File: config.mk
export PLATFORM = sky130hd
export DESIGN_NAME = akarin_fetch_queue
export DESIGN_NICKNAME = d
export VERILOG_FILES = /design/src/rtl/akarin_pkg.sv /design/src/rtl/akarin_fetchq_buf.sv /design/src/rtl/akarin_fetch_queue.sv
export SDC_FILE = /design/constraint.sdc
export NUM_CORES = 1
export LEC_CHECK = 0
export CORE_ASPECT_RATIO = 0.5
export CORE_MARGIN = 1.5
export CORE_UTILIZATION = 35
export DETAILED_ROUTE_END_ITERATION = 7
export GPL_TIMING_DRIVEN = 1
export PLACE_DENSITY = 0.64
export SLEW_MARGIN = 20
export SYNTH_ARGS = -nofsm -noshare
export SYNTH_HDL_FRONTEND = slang
export SYNTH_SLANG_ARGS = --single-unit
export TNS_END_PERCENT = 1
File: constraint.sdc
create_clock -name clk -period 8.6 [get_ports clk]
set_input_delay 1.29 -clock clk [delete_from_list [all_inputs] [get_ports clk]]
set_output_delay 1.29 -clock clk [all_outputs]
set_load 0.01 [all_outputs]
File: src/rtl/akarin_pkg.sv
// Shared types for the Akarin fetch path: queue entry layout, PC stride and fetch-queue FSM states.
package akarin_pkg;

  localparam int unsigned AKARIN_XLEN = 32;
  localparam int unsigned INST_BYTES  = 4;

  typedef struct packed {
    logic [AKARIN_XLEN-1:0] pc;
    logic [AKARIN_XLEN-1:0] inst;
  } fetchq_entry_t;

  typedef enum logic [0:0] {
    FQ_RUN   = 1'b0,
    FQ_DRAIN = 1'b1
  } fetchq_state_e;

  function automatic logic [AKARIN_XLEN-1:0] fq_next_pc(input logic [AKARIN_XLEN-1:0] pc);
    return pc + AKARIN_XLEN'(INST_BYTES);
  endfunction

endpackage

File: src/rtl/akarin_fetchq_buf.sv
// Circular DEPTH-entry fetch buffer with first-word fall-through head and synchronous flush.
// Push-to-head latency one cycle; the caller guarantees no push at full unless popping.
module akarin_fetchq_buf
  import akarin_pkg::*;
#(
  parameter  int DEPTH = 4,
  localparam int AW    = $clog2(DEPTH),
  localparam int CW    = $clog2(DEPTH) + 1
) (
  input  logic          clk,
  input  logic          rst,
  input  logic          i_flush,
  input  logic          i_push,
  input  fetchq_entry_t i_push_dat,
  input  logic          i_pop,
  output logic          o_vld,
  output fetchq_entry_t o_head,
  output logic [CW-1:0] o_count
);

  fetchq_entry_t r_mem [DEPTH];
  logic [AW-1:0] r_head;
  logic [AW-1:0] r_tail;
  logic [CW-1:0] r_count;
  logic          w_do_push;
  logic          w_do_pop;

  assign o_vld     = (r_count != '0);
  assign w_do_push = i_push && !i_flush;
  assign w_do_pop  = i_pop && o_vld && !i_flush;

  always_ff @(posedge clk or negedge rst) begin
    if (!rst) begin
      r_head  <= '0;
      r_tail  <= '0;
      r_count <= '0;
    end else if (i_flush) begin
      r_head  <= '0;
      r_tail  <= '0;
      r_count <= '0;
    end else begin
      if (w_do_push) r_tail <= r_tail + AW'(1);
      if (w_do_pop)  r_head <= r_head + AW'(1);
      r_count <= r_count + CW'(w_do_push) - CW'(w_do_pop);
    end
  end

  always_ff @(posedge clk) begin
    if (w_do_push) r_mem[r_tail] <= i_push_dat;
  end

  // Empty queue presents zeros rather than stale storage.
  assign o_head  = o_vld ? r_mem[r_head] : '0;
  assign o_count = r_count;

  assert property (@(posedge clk) disable iff (!rst)
    !(w_do_push && !w_do_pop && r_count == CW'(DEPTH)));

endmodule

File: src/rtl/akarin_fetch_queue.sv
// Instruction prefetch queue: credit-limited memory requests, in-order fill, redirect with stale-response drain.
// rvalid to inst_valid_o is one cycle; decode backpressure (ready/stall) stops issue via the occupancy credit.
module akarin_fetch_queue
  import akarin_pkg::*;
#(
  parameter  int               XLEN            = 32,
  parameter  int               DEPTH           = 4,
  parameter  int               MAX_OUTSTANDING = 2,
  parameter  logic [XLEN-1:0]  RESET_PC        = '0,
  localparam int               CW              = $clog2(DEPTH) + 1
) (
  input  logic            clk,
  input  logic            rst,
  input  logic            stall,
  input  logic            redirect_i,
  input  logic [XLEN-1:0] redirect_pc_i,
  output logic            mem_req_o,
  output logic [XLEN-1:0] mem_addr_o,
  input  logic            mem_gnt_i,
  input  logic            mem_rvalid_i,
  input  logic [XLEN-1:0] mem_rdata_i,
  output logic            inst_valid_o,
  output logic [XLEN-1:0] inst_o,
  output logic [XLEN-1:0] inst_pc_o,
  input  logic            inst_ready_i,
  output logic [CW-1:0]   count_o
);

  localparam logic [0:0] S_RUN   = FQ_RUN;
  localparam logic [0:0] S_DRAIN = FQ_DRAIN;

  logic [0:0]      r_state;
  logic            r_req;
  logic [XLEN-1:0] r_fetch_pc;
  logic [XLEN-1:0] r_resp_pc;
  logic [CW-1:0]   r_out;
  logic [CW-1:0]   r_discard;

  logic            w_gnt;
  logic            w_run;
  logic            w_push;
  logic            w_pop;
  logic            w_vld;
  logic            w_credit;
  logic            w_req_nxt;
  logic [0:0]      w_state_nxt;
  logic [CW-1:0]   w_discard_nxt;
  logic [CW-1:0]   w_out_nxt;
  logic [CW-1:0]   w_cnt_nxt;
  logic [CW-1:0]   w_count;
  fetchq_entry_t   w_head;
  fetchq_entry_t   w_push_dat;

  assign w_gnt  = r_req && mem_gnt_i;
  assign w_run  = (r_state == S_RUN);
  assign w_push = mem_rvalid_i && w_run && !redirect_i;
  assign w_pop  = w_vld && inst_ready_i && !stall && !redirect_i;

  assign w_out_nxt = r_out + CW'(w_gnt) - CW'(mem_rvalid_i);
  assign w_cnt_nxt = redirect_i ? '0 : (w_count + CW'(w_push) - CW'(w_pop));

  // Every in-flight response at redirect time belongs to the old stream.
  always_comb begin
    w_discard_nxt = r_discard;
    w_state_nxt   = r_state;
    if (redirect_i) begin
      w_discard_nxt = w_out_nxt;
      w_state_nxt   = (w_out_nxt != '0) ? S_DRAIN : S_RUN;
    end else if (!w_run && mem_rvalid_i) begin
      w_discard_nxt = r_discard - CW'(1);
      if (r_discard == CW'(1)) w_state_nxt = S_RUN;
    end
  end

  // Credit is judged on next-cycle occupancy so back-to-back grants never overbook the buffer.
  assign w_credit = (w_state_nxt == S_RUN)
                 && ((CW+1)'(w_cnt_nxt) + (CW+1)'(w_out_nxt) < (CW+1)'(DEPTH))
                 && (w_out_nxt < CW'(MAX_OUTSTANDING));
  assign w_req_nxt = redirect_i ? w_credit : ((r_req && !mem_gnt_i) || w_credit);

  always_ff @(posedge clk or negedge rst) begin
    if (!rst) begin
      r_state    <= S_RUN;
      r_req      <= 1'b0;
      r_fetch_pc <= RESET_PC;
      r_resp_pc  <= RESET_PC;
      r_out      <= '0;
      r_discard  <= '0;
    end else begin
      r_state   <= w_state_nxt;
      r_req     <= w_req_nxt;
      r_out     <= w_out_nxt;
      r_discard <= w_discard_nxt;
      if (redirect_i) begin
        r_fetch_pc <= redirect_pc_i;
        r_resp_pc  <= redirect_pc_i;
      end else begin
        if (w_gnt)  r_fetch_pc <= fq_next_pc(r_fetch_pc);
        if (w_push) r_resp_pc  <= fq_next_pc(r_resp_pc);
      end
    end
  end

  assign w_push_dat = '{pc: r_resp_pc, inst: mem_rdata_i};

  akarin_fetchq_buf #(
    .DEPTH (DEPTH)
  ) u_buf (
    .clk        (clk),
    .rst        (rst),
    .i_flush    (redirect_i),
    .i_push     (w_push),
    .i_push_dat (w_push_dat),
    .i_pop      (w_pop),
    .o_vld      (w_vld),
    .o_head     (w_head),
    .o_count    (w_count)
  );

  assign mem_req_o    = r_req;
  assign mem_addr_o   = r_fetch_pc;
  assign inst_valid_o = w_vld;
  assign inst_o       = w_head.inst;
  assign inst_pc_o    = w_head.pc;
  assign count_o      = w_count;

  assert property (@(posedge clk) disable iff (!rst) !(mem_rvalid_i && r_out == '0));

endmodule
==> flow_summary.json <==
{
  "pwr-share-comb_pct": 22.8,
  "crit_path_max_fanout": 13,
  "crit_path_start_kind": "primary input",
  "power_switching_share_pct": 26.5,
  "placedCellCount": 1541,
  "drt-total-wl_um": 32200,
  "timing.rr.start": "u_buf.o_count[1]$_DFF_PN0_",
  "synth.largest_area_cell": "edfxtp_1",
  "post_cts_resized": 0,
  "worstRegToRegCells": 14,
  "cts-root-buf": "clkbuf_16",
  "worst_clock_skew_ns": 0.0128,
  "hpwlAfterDp_um": 20400,
  "grt_max_degree": 67,
  "synthTopCellsByArea": "edfxtp_1 54%, dfrtp_1 14%, mux4_2 10%",
  "area_delta_synth_final_pct": 23.2,
  "p_leak_uw": 0.00593,
  "setup_violations": 0,
  "crit_end": "mem_req_o$_DFF_PN0_",
  "antenna_found_initial": 0,
  "rows": 51,
  "cts_setup_buffers": 0,
  "gp_congestion": 0.845,
  "final_hold_viol_count": 0,
  "worst-setup-path-type": "in -> reg",
  "worst_pin_slew_ns": 1.06,
  "cp_slowest_stage_delay_ns": 0.75,
  "die_y_um": 146,
  "yosys_warnings": 0,
  "drt_drc_violations_left": 0,
  "ys_seq_elements": 335,
  "ys_types": 48,
  "cts_tree": "yes",
  "reg2reg_slack_ns": 4.50,
  "ctsHoldBuffers": 0,
  "final.setup.tns_ns": 0,
  "synth_top_area_share_pct": 54.0,
  "fin_crit_sh_pct": 55.4,
  "internal-power_uw": 3190,
  "ys_async_sr_fraction_pct": 23.6,
  "cellPowerDensity_nw_per_um2": 248,
  "r2r_end": "mem_req_o$_DFF_PN0_",
  "drive_above_1_share_pct": 14.9,
  "synth_area_sq_um": 14200,
  "crit_chain": "clkdlybuf4s50_1, nor2b_1, and2_1, inv_1, ha_1, inv_1, ha_1, fa_1, xnor2_1, nor2_1, ha_1, or3_1, a41o_1, o32ai_1",
  "firstDrtPassIters": 5,
  "avgSynthCellArea_sq_um": 16.3,
  "fin_cells": 1599,
  "synth-main-ff-cell": "edfxtp_1",
  "synth_xor_area_share_pct": 3.61,
  "max_cap_viol_count": 0,
  "layout_commonest_cell": "edfxtp_1",
  "synthSimpleGateAreaFrac_pct": 9.74,
  "place_worst_setup_slack_ns": 3.31,
  "grt_pass1_wl_um": 50200,
  "grt_pass1_vias": 8603,
  "cts_max_path_buffers": 3,
  "fmax_ghz": 0.210,
  "power_uw": 4340,
  "pwr-share-clk_pct": 31.5,
  "ios": 172,
  "grt_usage_pct": 15.4,
  "cp.required_ns": 9.05,
  "crit_family": "simple AND/OR/NAND/NOR gates",
  "clk_latency_ns": 0.56,
  "vias": 8035,
  "cp.arrival_ns": 5.21,
  "drtIter0Drc": 395,
  "slowest_stage": "nor2b_1",
  "clk_pin_slew_ns": 0.06,
  "fin_nets": 1134,
  "relSlewSlack_pct": 29.1,
  "initial_utilization_pct": 36.0,
  "stdcell_area_sq_um": 17500,
  "htreeDepth": 1,
  "die_x_um": 288,
  "dieArea_sq_um": 41900,
  "status": "completed",
  "period_needed_ns": 4.76,
  "synthAdderAreaFrac_pct": 1.83,
  "ant_nets": 0,
  "cts.sinks": 335,
  "synth_edf_count": 256,
  "n_antenna_cell": 0,
  "synth_compound_area_share_pct": 2.37,
  "worst_slack_ns": 3.84,
  "end_kind": "flop",
  "io_buffers": 171,
  "layout_common_cells": "256 x edfxtp_1, 170 x clkdlybuf4s50_1, 77 x dfrtp_1, 72 x and2_1, 64 x mux4_2",
  "cp.buffers_inverters": 3,
  "drt-wirelength-per-cell_um": 20.1,
  "core_area_sq_um": 39500,
  "overflow": 0,
  "syn-num-nets": 963,
  "cp-startpoint": "mem_rvalid_i",
  "switching_power_uw": 1150,
  "peakVddDrop_mv": 0.166,
  "hold_class": "reg -> reg",
  "grt_setup_unrepaired": "false",
  "routed_via_density": 5.03,
  "synthMuxAreaShare_pct": 12.6,
  "crit_cells": 14,
  "slew_violations": 0,
  "p_seq_share_pct": 45.6,
  "detailed_place.area_sq_um": 16500,
  "cts_buffers": 31,
  "synth_top_family_by_area": "multiplexers",
  "critical_path.most_common_cell": "ha_1",
  "synth_cells": 873,
  "yosysSeqAreaShare_pct": 67.9
}
-- cell type report --
class                      count  area, sq um
multi-input combinational    466         4290
sequential                   335         9670
inverter                      29          109
clock buffer                  43          831
tap                          530          663
clock inverter                15          178
fill                        3401        22000
timing repair buffer         181         1780
-- cells by family after synthesis --
logic type                 Yosys count
AOI/OAI and AO/OA                   54
xor gates and xnor gates            57
muxes                               95
buffers and inverters               72
and+or+nand+nor                    241
DFF                                335
adders and majority gates           19
-- power by group through the flow --
stage	registers, uW	logic (uW)	clock network (uW)
after floorplan	1980	536	0
after global placement	2010	1010	0
after detailed placement	2010	1010	0
after CTS	1980	1020	1390
after global routing	1990	1080	1450
final	1980	990	1370
-- sequential cells by signal, summed over array words and instances, names as in the netlist --
signal	flops
r_discard	3
r_resp_pc	32
u_buf.r_mem	256
u_buf.o_count	3
mem_req_o	1
u_buf.r_head	2
r_state	1
mem_addr_o	32
u_buf.r_tail	2
r_out	3
-- metal layers --
metal	GRT usage [%]	wire length, um	share of wire (%)
met4	4.76	866	2.7
met2	27.2	16700	52
met1	19.7	13700	43
met5	0	0	0
met3	2.08	962	3.0
-- cell usage after synthesis (2+ instances only) --
master,count
xnor2_1,37
or4_1,2
fa_1,3
buf_1,6
nand3_1,28
xor2_1,19
o221ai_1,2
inv_1,28
and4_1,8
or3_1,6
mux2i_1,3
nor2_1,22
nor3_1,6
nand4_1,17
nand2_1,38
nand2b_1,3
clkbuf_1,29
and2_1,72
ha_1,16
a31oi_1,3
a21oi_1,16
and3_1,15
a21o_1,2
buf_2,8
mux4_2,64
a41o_1,2
nor4_1,11
edfxtp_1,256
a21boi_0,6
o311ai_1,2
o21ai_0,16
dfrtp_1,79
mux2_2,28
nor2b_1,6
-- worst register-to-register path, stage by stage, from the launching register on --
cell and delay, ns:
dfrtp_1 0.41, or3_2 0.48, buf_4 0.33, and3b_1 0.37, and2_1 0.20, ha_1 0.27
inv_1 0.04, ha_1 0.18, fa_1 0.38, xnor2_1 0.16, nor2_1 0.06, ha_1 0.28
or3_1 0.36, a41o_1 0.21, o32ai_1 0.26
-- per-stage QoR --
step                hold WS, ns  utilization, %
floorplan                 0.476               -
global placement          0.491            41.8
detailed placement        0.509            41.8
CTS                       0.520            44.4
global route              0.539            44.4
finish                    0.529            44.4
-- how the worst min path moves through the flow --
stage / startpoint / endpoint / slack (ns) / cells past startpoint
after floorplan: r_resp_pc[0]$_DFFE_PN0P_ / u_buf.r_mem[0][32]$_DFFE_PP_ / 0.48 / 0
after global placement: r_resp_pc[0]$_DFFE_PN0P_ / u_buf.r_mem[2][32]$_DFFE_PP_ / 0.49 / 0
after detailed placement: r_resp_pc[0]$_DFFE_PN0P_ / u_buf.r_mem[1][32]$_DFFE_PP_ / 0.51 / 0
after CTS: r_resp_pc[0]$_DFFE_PN0P_ / u_buf.r_mem[1][32]$_DFFE_PP_ / 0.52 / 0
after global routing: r_resp_pc[0]$_DFFE_PN0P_ / u_buf.r_mem[3][32]$_DFFE_PP_ / 0.54 / 0
final: r_resp_pc[0]$_DFFE_PN0P_ / u_buf.r_mem[1][32]$_DFFE_PP_ / 0.53 / 0
Power figures use the tool's default switching activity.
==> variant, RTL diff (config.mk and constraints unchanged) <==
`DEPTH` is set to 4 in 2 places; all go to 8.
--- a/src/rtl/akarin_fetchq_buf.sv
+++ b/src/rtl/akarin_fetchq_buf.sv
@@ -3,7 +3,7 @@
 module akarin_fetchq_buf
   import akarin_pkg::*;
 #(
-  parameter  int DEPTH = 4,
+  parameter  int DEPTH = 8,
   localparam int AW    = $clog2(DEPTH),
   localparam int CW    = $clog2(DEPTH) + 1
 ) (
--- a/src/rtl/akarin_fetch_queue.sv
+++ b/src/rtl/akarin_fetch_queue.sv
@@ -4,7 +4,7 @@
   import akarin_pkg::*;
 #(
   parameter  int               XLEN            = 32,
-  parameter  int               DEPTH           = 4,
+  parameter  int               DEPTH           = 8,
   parameter  int               MAX_OUTSTANDING = 2,
   parameter  logic [XLEN-1:0]  RESET_PC        = '0,
   localparam int               CW              = $clog2(DEPTH) + 1
Ports: changed (resized count_o); port bits go from 172 to 173. No check against the original RTL was run, so the function may have changed too.
==> variant against the original RTL <==
- core utilization fell by 2.2 points
- hold slack better by 0.020 ns
- setup slack got worse by 0.30 ns
- final area grew 66%
- power is 66% higher
- register-to-register slack improved by 0.27 ns
- count of clock-buffer cells in the layout grew 26
- final cell count up 56%
- largest power group unchanged
- highest routed layer unchanged
- area after synthesis up 71%
- wire length rose by 69%
- sequential cell count increased by 261
==> variant: results (changes against the original RTL) <==
Placed design
  – Dpl hpwl: 31700 µm (was 20400 µm)
  – DP Area: 27200 µm² (was 16500 µm²)
  – Placer Congestion: 0.786 (was 0.845)

Timing
  – Fin Clk Skew: 0.00826 ns (was 0.0128 ns)
  – Slew HR: 0.303 (was 0.291)

Routing
  – WL met2: 28000 µm (was 16700 µm)
  – Detailed Routing Iterations Pass 1: 4 (was 5)
  – Via density: 5.10 (was 5.03)
  – Total Wirelength: 54200 µm (was 32200 µm)
  – Met3 wire len: 1680 µm (was 962 µm)
  – DRT iter0 DRCs: 961 (was 395)

Power
  – Peak VDD IR: 0.000153 V (was 0.000166 V)
  – Leak pwr: 9.17 nW (was 5.93 nW)

Global route
  – Largest net degree at the start of global routing: 89 (was 67)
  – Vias in the first global route: 13300 (was 8603)
  – Initial antenna violation count: 2 (was 0)
  – First-pass GRT wire length: 82000 µm (was 50200 µm)

Finish
  – Reg area: 17500 µm² (was 9670 µm²)
  – Layout cells sized above 1: 0.172 (was 0.149)

Run status
  – Outcome: complete, no violations (unchanged)

Synthesis
  – Top post-synthesis cells by area: edfxtp_1 (63%), mux4_2 (12%), dfrtp_1 (8.6%) (was edfxtp_1 (54%), dfrtp_1 (14%), mux4_2 (10%))
  – Synth top cells by count: edfxtp_1 (512), mux4_2 (128), nor2_1 (108), dfrtp_1 (84), mux2i_1 (68) (was edfxtp_1 (256), dfrtp_1 (79), and2_1 (72), mux4_2 (64), nand2_1 (38))
  – Unique cell type count in the Yosys netlist: 53 (was 48)
  – Number of synthesized flops with an enable pin: 512 (was 256)
  – Post-Syn Nets: 1447 (was 963)
  – Sequential area share after synthesis: 0.717 (was 0.679)
  – Asr flop ratio synth: 0.141 (was 0.236)

Worst setup path
  – Slowest stage delay, CP: 1.02 ns (was 0.75 ns)
  – CP max FO: 88 (was 13)
  – Reg2Reg Setup Slack: 4.77 ns (was 4.50 ns)
  – Slowest CP cell: dfrtp_4 (was nor2b_1)

Clock tree
  – Htree depth: 2 (was 1)
  – Clock latency on the worst-skew pair: 0.59 ns (was 0.56 ns)
  – TritonCTS Buffers: 56 (was 31)
variant: cell types whose count changed in the layout (fill, tap and decap cells not counted), moves of 15 or more:
cell,delta
edfxtp_1,+256
mux2i_1,+65
or4_1,+15
nor2_1,+80
clkbuf_16,+25
and2_1,-67
mux4_2,+64
a31oi_1,+25
o31ai_1,+18
variant: tightest hold or removal path: cells and delay by family (launching register included):
kind / cells / cell delay, ns
AOI/OAI and AO/OA: 1 / 0.06
buffers and inverters: 1 / 0.05
DFF: 1 / 0.39
variant: per-stage QoR:
stage | worst slack (ns) | hold WS [ns] | cells
5_1_grt | 3.22 | 0.563 | 2497
3_3_place_gp | 3.26 | 0.550 | 2391
6_report | 3.54 | 0.548 | 2497
2_1_floorplan | 1.81 | 0.498 | 1352
4_1_cts | 3.37 | 0.554 | 2495
3_5_place_dp | 3.21 | 0.557 | 2392
variant: worst paths after layout:
check	from	endpoint	cells after the start
worst max-delay path	u_buf.r_head[0]$_DFFE_PN0P_	inst_pc_o[14]	5
worst min-delay path	mem_addr_o[1]$_DFFE_PN0P_	mem_addr_o[1]$_DFFE_PN0P_	2
worst max register to register	u_buf.o_count[2]$_DFF_PN0_	mem_req_o$_DFF_PN0_	16
worst min register to register	mem_addr_o[1]$_DFFE_PN0P_	mem_addr_o[1]$_DFFE_PN0P_	2
max in group asynchronous	rst	r_resp_pc[14]$_DFFE_PN0N_	2
min in group asynchronous	rst	u_buf.r_head[0]$_DFFE_PN0P_	1
variant: kinds of logic after synthesis:
logic type      count (synthesis)  synth area share
flops                         596             0.717
simple gates                  287            0.0606
mux                           212             0.154
buf+inv                       100            0.0163
compound gates                 99            0.0269
xor+xnor                       34            0.0122
fa+ha+maj                      24            0.0132
variant: layout make-up:
class | count | area share
Inverter | 36 | 0.00465
Sequential cell | 596 | 0.601
Multi-Input combinational cell | 656 | 0.226
Tap cell | 910 | 0.0391
Antenna cell | 2 | 0.000172
Clock inverter | 34 | 0.0128
Timing Repair Buffer | 194 | 0.0659
Clock buffer | 69 | 0.0505
variant: power by group:
group	switching, mW	total (mW)	internal [mW]
combinational	0.653	1.32	0.669
sequential	0.144	3.39	3.25
clock	1.06	2.49	1.43
total	1.86	7.20	5.35
variant: metal layers:
| layer | vias to the layer above | global-route usage |
|---|---|---|
| met5 | - | 0 |
| met4 | 0 | 0.0506 |
| met3 | 84 | 0.0208 |
| met2 | 195 | 0.264 |
| met1 | 6644 | 0.195 |
| li1 | 5824 | - |
